### config.mk
export PLATFORM = sky130hd
export DESIGN_NAME = mult_seq_ctrl
export DESIGN_NICKNAME = d
export VERILOG_FILES = /design/src/rtl/mult_seq_ctrl.sv
export SDC_FILE = /design/constraint.sdc
export NUM_CORES = 1
export LEC_CHECK = 0
export BUFFER_PORTS_ARGS = -buffer_cell sky130_fd_sc_hd__buf_2
export CORE_MARGIN = 5
export CORE_UTILIZATION = 54
export CTS_CLUSTER_DIAMETER = 100
export DETAILED_ROUTE_END_ITERATION = 10
export PLACE_DENSITY = 0.8
export SYNTH_ARGS = -nofsm -noshare
export SYNTH_HDL_FRONTEND = slang
export SYNTH_SLANG_ARGS = --single-unit
### constraint.sdc
create_clock -name clk -period 4.74 [get_ports clk]
set_input_delay 0.237 -clock clk [delete_from_list [all_inputs] [get_ports clk]]
set_output_delay 0.237 -clock clk [all_outputs]
set_load 0.05 [all_outputs]
### src/rtl/mult_seq_ctrl.sv
// mult_seq_ctrl -- two-requester sequential unsigned multiplier.
//
// Requesters 0 and 1 raise a level request with their operands and hold it
// until acked. When the unit is idle, a round-robin arbiter grants one
// requester, its operands are captured and a shift-add multiply runs for
// exactly WIDTH cycles on one shared WIDTH-bit adder. The result is
// presented for one cycle in DONE and held on the product port afterwards.
//
// Ports:
//   clk            rising-edge clock
//   rst            synchronous, active-high reset
//   req0/a0/b0     requester 0 request (level) and operands
//   req1/a1/b1     requester 1 request (level) and operands
//   ack0/ack1      one-cycle pulse, operands of that requester captured
//   busy           high in RUN and DONE
//   done           one-cycle pulse, product valid
//   done_id        requester that owns product
//   product        2*WIDTH-bit unsigned product, held until next done
//   overflow       upper half of product is nonzero, held with product

module mult_seq_ctrl #(
    parameter int WIDTH = 32
) (
    input  logic                 clk,
    input  logic                 rst,
    input  logic                 req0,
    input  logic [WIDTH-1:0]     a0,
    input  logic [WIDTH-1:0]     b0,
    input  logic                 req1,
    input  logic [WIDTH-1:0]     a1,
    input  logic [WIDTH-1:0]     b1,
    output logic                 ack0,
    output logic                 ack1,
    output logic                 busy,
    output logic                 done,
    output logic                 done_id,
    output logic [2*WIDTH-1:0]   product,
    output logic                 overflow
);

    // Counter must hold values up to WIDTH without wrapping.
    localparam int CW = $clog2(WIDTH + 1);

    typedef enum logic [1:0] {
        IDLE = 2'd0,
        RUN  = 2'd1,
        DONE = 2'd2
    } state_t;

    state_t           state;
    logic [WIDTH-1:0] mcand;     // multiplicand, constant during RUN
    logic [WIDTH-1:0] acc;       // high half of the running product
    logic [WIDTH-1:0] mplier;    // multiplier, fills with low product bits
    logic [CW-1:0]    cnt;       // iterations completed
    logic             last;      // last-served requester
    logic             cur_id;    // requester owning the operation in flight

    logic             grant0;
    logic             grant1;
    logic [WIDTH-1:0] addend;
    logic [WIDTH:0]   sum;       // adder result with carry-out
    logic [WIDTH:0]   low_shift;
    logic [WIDTH-1:0] acc_nxt;
    logic [WIDTH-1:0] mplier_nxt;
    logic             last_iter;

    // Round-robin: a lone request wins; on a tie the requester not served
    // last wins. last resets to 1 so requester 0 wins the first tie.
    always_comb begin
        grant0 = req0 & (~req1 | last);
        grant1 = req1 & (~req0 | ~last);
    end

    // One shift-add step. The carry-out becomes the new MSB of the high half
    // and the adder LSB shifts into the top of the multiplier register.
    always_comb begin
        addend     = mplier[0] ? mcand : '0;
        sum        = {1'b0, acc} + {1'b0, addend};
        low_shift  = {sum[0], mplier};
        acc_nxt    = sum[WIDTH:1];
        mplier_nxt = low_shift[WIDTH:1];
        last_iter  = (cnt == CW'(WIDTH - 1));
    end

    always_ff @(posedge clk) begin
        if (rst) begin
            state    <= IDLE;
            ack0     <= 1'b0;
            ack1     <= 1'b0;
            busy     <= 1'b0;
            done     <= 1'b0;
            done_id  <= 1'b0;
            product  <= '0;
            overflow <= 1'b0;
            cnt      <= '0;
            last     <= 1'b1;
            cur_id   <= 1'b0;
            mcand    <= '0;
            acc      <= '0;
            mplier   <= '0;
        end else begin
            ack0 <= 1'b0;
            ack1 <= 1'b0;
            done <= 1'b0;
            case (state)
                IDLE: begin
                    // Requests are only looked at here; nothing is queued
                    // while an operation is in flight.
                    if (grant0 || grant1) begin
                        mcand  <= grant0 ? a0 : a1;
                        mplier <= grant0 ? b0 : b1;
                        acc    <= '0;
                        cnt    <= '0;
                        cur_id <= grant1;
                        last   <= grant1;
                        ack0   <= grant0;
                        ack1   <= grant1;
                        busy   <= 1'b1;
                        state  <= RUN;
                    end
                end
                RUN: begin
                    acc    <= acc_nxt;
                    mplier <= mplier_nxt;
                    cnt    <= cnt + 1'b1;
                    // The final step's result goes straight to the output
                    // registers on the same edge that enters DONE.
                    if (last_iter) begin
                        product  <= {acc_nxt, mplier_nxt};
                        overflow <= |acc_nxt;
                        done_id  <= cur_id;
                        done     <= 1'b1;
                        state    <= DONE;
                    end
                end
                DONE: begin
                    busy  <= 1'b0;
                    state <= IDLE;
                end
                default: begin
                    busy  <= 1'b0;
                    state <= IDLE;
                end
            endcase
        end
    end

endmodule

Word level (Yosys, flattened, before mapping):

Index checks and enable logic that the tools add are counted.

* register bits: 176
* latch bits: 0
* RAM bits: 0
* bits in read-only memories: 0
* bits of input ports: 132
* output and inout bits: 70
* logic and storage cells: 56
* memories: 0

* add/sub/neg operators: 2
* multipliers: 0
* div/mod/pow operators: 0
* $lt $le $gt $ge: 0
* equal/unequal tests: 4
* shifts and indexed selects: 0
* multiplexer cells: 15
* bitwise logic cells: 10
* reduce and logical (&&, ||, !) cells: 11

Operators with widths (number)
* 32-bit two-way mux: 5
* 32-bit case mux with 2 select lines: 2
* 32-bit by 32-bit adder with 33-bit output: 1
* 32-bit OR reduction: 1
* 6-bit case mux with 2 select lines: 1
* 2-bit AND reduction: 5
* 6-bit by 1-bit adder with 6-bit output, second input constant: 1
* 6-bit by 5-bit == test with 1-bit output, second input constant: 1
* 6-bit two-way mux: 1
* 1-bit inverter: 6
* 2-bit two-way mux: 2
* 2-bit != test, second input constant: 2
* 2-bit case mux with 2 select lines: 1
* 3-bit OR reduction: 1
* 1-bit bitwise AND: 2
* 2-bit by 1-bit == test with 1-bit output, second input constant: 1
* 2-bit zero test: 1
* 1-bit two-way mux: 2
* 1-bit OR: 2
* 1-bit case mux with 2 select lines: 1
* 2-bit nonzero test: 1
* 2-bit OR reduction: 1
* 1-bit logical OR: 1

Longest topological paths before layout:

* word-level depth: 6
* depth in mapped cells: 14
* depth with buffers taken out: 14

Least setup slack after synthesis:

Ideal clock, no wire load.

* path type: register to register
* from: register mplier[0]
* to: register overflow
* setup time: 0.128 ns
* data arrival time: 3.308 ns
* required time: 4.612 ns
* slack: 1.304 ns
* stages on the path, launching flop included: 14
* path buffers: 1
* period minus slack after synthesis: 3.436 ns
* cells stage by stage: dfxtp_1 > clkbuf_1 > and2_1 > ha_1 > and2_1 > a221o_1 > nor2b_4 > or3_4 > o41ai_4 > nor3_2 > nor4b_2 > or4b_1 > nor4_2 > a21oi_1

* word-level cells in the longest chain between the ends: 3

RTL lines
* start, declared: RTL line 53 `logic [WIDTH-1:0] mplier;`
* start signal, assigned: RTL line 111 `mplier <= grant0 ? b0 : b1;`
* start signal, assigned: RTL line 124 `mplier <= mplier_nxt;`
* 32-bit two-way mux: RTL line 77 `addend = mplier[0] ? mcand : '0;`
* 32-bit by 32-bit adder with 33-bit output: RTL line 78 `sum = {1'b0, acc} + {1'b0, addend};`
* 32-bit OR reduction: RTL line 130 `overflow <= |acc_nxt;`
* end signal, assigned: RTL line 130
* end, declared: RTL line 38 `output logic overflow`

No other way between the ends.
A chain may end at the register's enable or synchronous reset.

Final worst setup path:

Ends and elaborated chain as after synthesis.

==> impl_metrics.tcl <==
set metrics [dict create \
    track_usage_pct 24.2 \
    grt.overflow.total 0 \
    postCtsHoldBufs 0 \
    cts.sinks 176 \
    io_buffers 201 \
    dieArea_um2 18800 \
    drc 0 \
    stdcell_count 1370 \
    syn_inst 981 \
    hp-start "a0[10]" \
    fin_skew_ps 11.4 \
    fin_crit_sh_pct 86.4 \
    status "finished clean" \
    htreeDepth 4 \
    cap_violations 0 \
    timing.rr.start "mplier[0]" \
    placed_area_um2 9840 \
    p_per_area_nw_per_um2 328 \
    ir_drop_v 0.000265 \
    syn_to_final_growth_pct 19.9 \
    r2r_cells 14 \
    antenna_found_initial 0 \
    cpPeakStageDelay_ps 720 \
    seq_area_um2 3520 \
    synth_edf_count 0 \
    final_cell_area_um2 10500 \
    clock_latency_ps 430 \
    syn_area_um2 8720 \
    yosysMostFrequentCell "dfxtp_1" \
    dp_hpwl_um 17000 \
    max_freq_ghz 0.244 \
    synth_area_leader_cell "dfxtp_1" \
    design.core.area_um2 15900 \
    post-route-min-period_ps 4090 \
    start_util_pct 54.9 \
    post_cts_resized 0 \
    maxSlewHeadroom_pct 20.9 \
    cts_root_buf "clkbuf_16" \
    synth_commonest_cells "dfxtp_1, nor2_1, nand2_1, clkbuf_1, a21oi_1" \
    grt_pass1_wl_um 36300 \
    timing_hold_violations_final 0 \
    rsz0062_at_grt "false" \
    fin_util_pct 65.9 \
    clk_pin_slew_ps 70 \
    path_class "reg -> reg" \
    cp_max_fo 22 \
    io_pins 202 \
    viasPerCell 5.83 \
    cts-buffers-inserted 17 \
    p_leak_nw 4.76 \
    synth_fp_nets 1147 \
    routedWlPerCell_um 17.4 \
    grt_pass1_vias 7219 \
    num_rows 46 \
    routabilityCongestion 0.918 \
    crit_chain "and2_1 -> ha_1 -> inv_1 -> fa_1 -> nor2b_1 -> o2111ai_2 -> a211oi_1 -> or3_4 -> o21ai_0 -> xor2_1 -> nor4b_2 -> or4b_1 -> nor4_2 -> a21oi_1" \
    layout.nets 1306 \
    synth.avg_cell_area_um2 8.89 \
    reg2reg_slack_ps 650 \
    required_ps 5050 \
    numPlacedInstances 1337 \
    multi_input_area_um2 4910 \
    hp-class "in -> reg" \
    startpoint_type "flip-flop" \
    fillCellCount 1347 \
    yosys_warnings 0 \
    die_h_um 137 \
    routed_wl_um 23800 \
    reg2reg_to "overflow" \
    cts_tree "built" \
    min_path_cells 3 \
    whs_endpoint "mcand[10]" \
    ys.flop_type "dfxtp_1" \
    ys_seq_area_share_pct 40.4 \
    ys_types 69 \
    netlist.area_leader.share_pct 40.4 \
    yosys_register_bits 176 \
    drtAntennaViolNets 0 \
    postCtsSetupBuffers 0 \
    tightestPinTransition_ps 1190 \
    cts_max_path_buffers 2 \
    layout-drive-gt1-share_pct 25.9 \
    maxSlewViolCount 0 \
    synth.area.top_cells "dfxtp_1, nor2_1, ha_1" \
    vias 7993 \
    synth-async-reset-ratio_pct 0 \
    grt_start_max_net_pins 85 \
    critPathSlowestCell "dfxtp_1" \
    setup_violations 0 \
    worstPathArrival_ps 4410 \
    drt_iter0_markers 591 \
    end_kind "flip-flop" \
    setup-tns-final_ps 0 \
    fin_hold_ws_ps 136 \
    die_width_um 137 \
    drt-pass1-iter-count 8 \
]
[flip-flops by register name, summed over array words and instances (netlist names)]
| register | cells |
|---|---|
| ack0 | 1 |
| overflow | 1 |
| state | 2 |
| done_id | 1 |
| mcand | 32 |
| acc | 32 |
| last | 1 |
| cnt | 6 |
| busy | 1 |
| ack1 | 1 |
| mplier | 32 |
| product | 64 |
| cur_id | 1 |
| done | 1 |
[metrics by stage]
step | power (mW) | setup WS (ps)
after floorplan | 1.86 | 1300
after global placement | 1.99 | 785
after detailed placement | 1.99 | 658
after CTS | 3.44 | 609
after global routing | 3.54 | 343
final | 3.43 | 646
[placed cells by master, fill, tap and decap left out, drive strengths merged, types with 36 or more instances in the layout]
| cell | netlist | layout |
|---|---|---|
| a21oi | 59 | 59 |
| and2 | 38 | 38 |
| nand2 | 94 | 94 |
| a22o | 36 | 36 |
| nor2 | 113 | 113 |
| dfxtp | 176 | 176 |
| a211oi | 43 | 43 |
| buf | 5 | 212 |
[final cells by class]
type                            count  share of cell area, %
Timing Repair Buffer              212                   10.4
Inverter                           12                  0.431
Tap cell                          216                   2.58
Antenna cell                        1                 0.0239
Sequential cell                   176                   33.7
Multi-Input combinational cell    721                   46.9
Clock inverter                     13                   1.60
Clock buffer                       19                   4.33
[layer usage]
layer	vias to the layer above	track usage (%)	share of wire, %	wire (um)
li1	3926	-	-	-
met1	3741	32.2	44	10500
met2	289	40.4	48	11400
met3	37	4.30	6.5	1560
met4	0	7.21	1.6	391
met5	-	0	0	0
[kinds of logic after synthesis]
| kind of cell | count (synthesis) | share of synthesized area, % |
|---|---|---|
| simple gates | 325 | 17.5 |
| compound gates | 271 | 22.9 |
| buf+inv | 84 | 3.66 |
| mux | 65 | 7.92 |
| fa+ha+maj | 34 | 4.96 |
| xor+xnor | 26 | 2.61 |
| flops | 176 | 40.4 |
[worst max-delay path: cells and delay by family, from the launching register on]
family,cells,cell delay [ps]
and+or+nand+nor,6,1520
AOI/OAI and AO/OA,4,860
DFF,1,720
adders and majority gates,2,540
xor gates and xnor gates,1,260
buffers and inverters,1,50
[worst max path at each step]
stage,from,to,slack [ps],cells after the start
after detailed placement,mplier[0],overflow,660,14
after floorplan,mplier[0],overflow,1300,13
after global routing,mplier[0],overflow,340,14
final,mplier[0],overflow,650,14
after CTS,mplier[0],overflow,610,14
after global placement,mplier[0],overflow,780,14
[power breakdown]
part | total, mW | switching [mW] | leakage (nW) | internal (mW)
Combinational | 0.385 | 0.218 | 3.03 | 0.167
Clock | 1.47 | 0.639 | 0.296 | 0.827
Sequential | 1.58 | 0.0406 | 1.43 | 1.54
No activity file was read; power rests on OpenSTA's default activity.
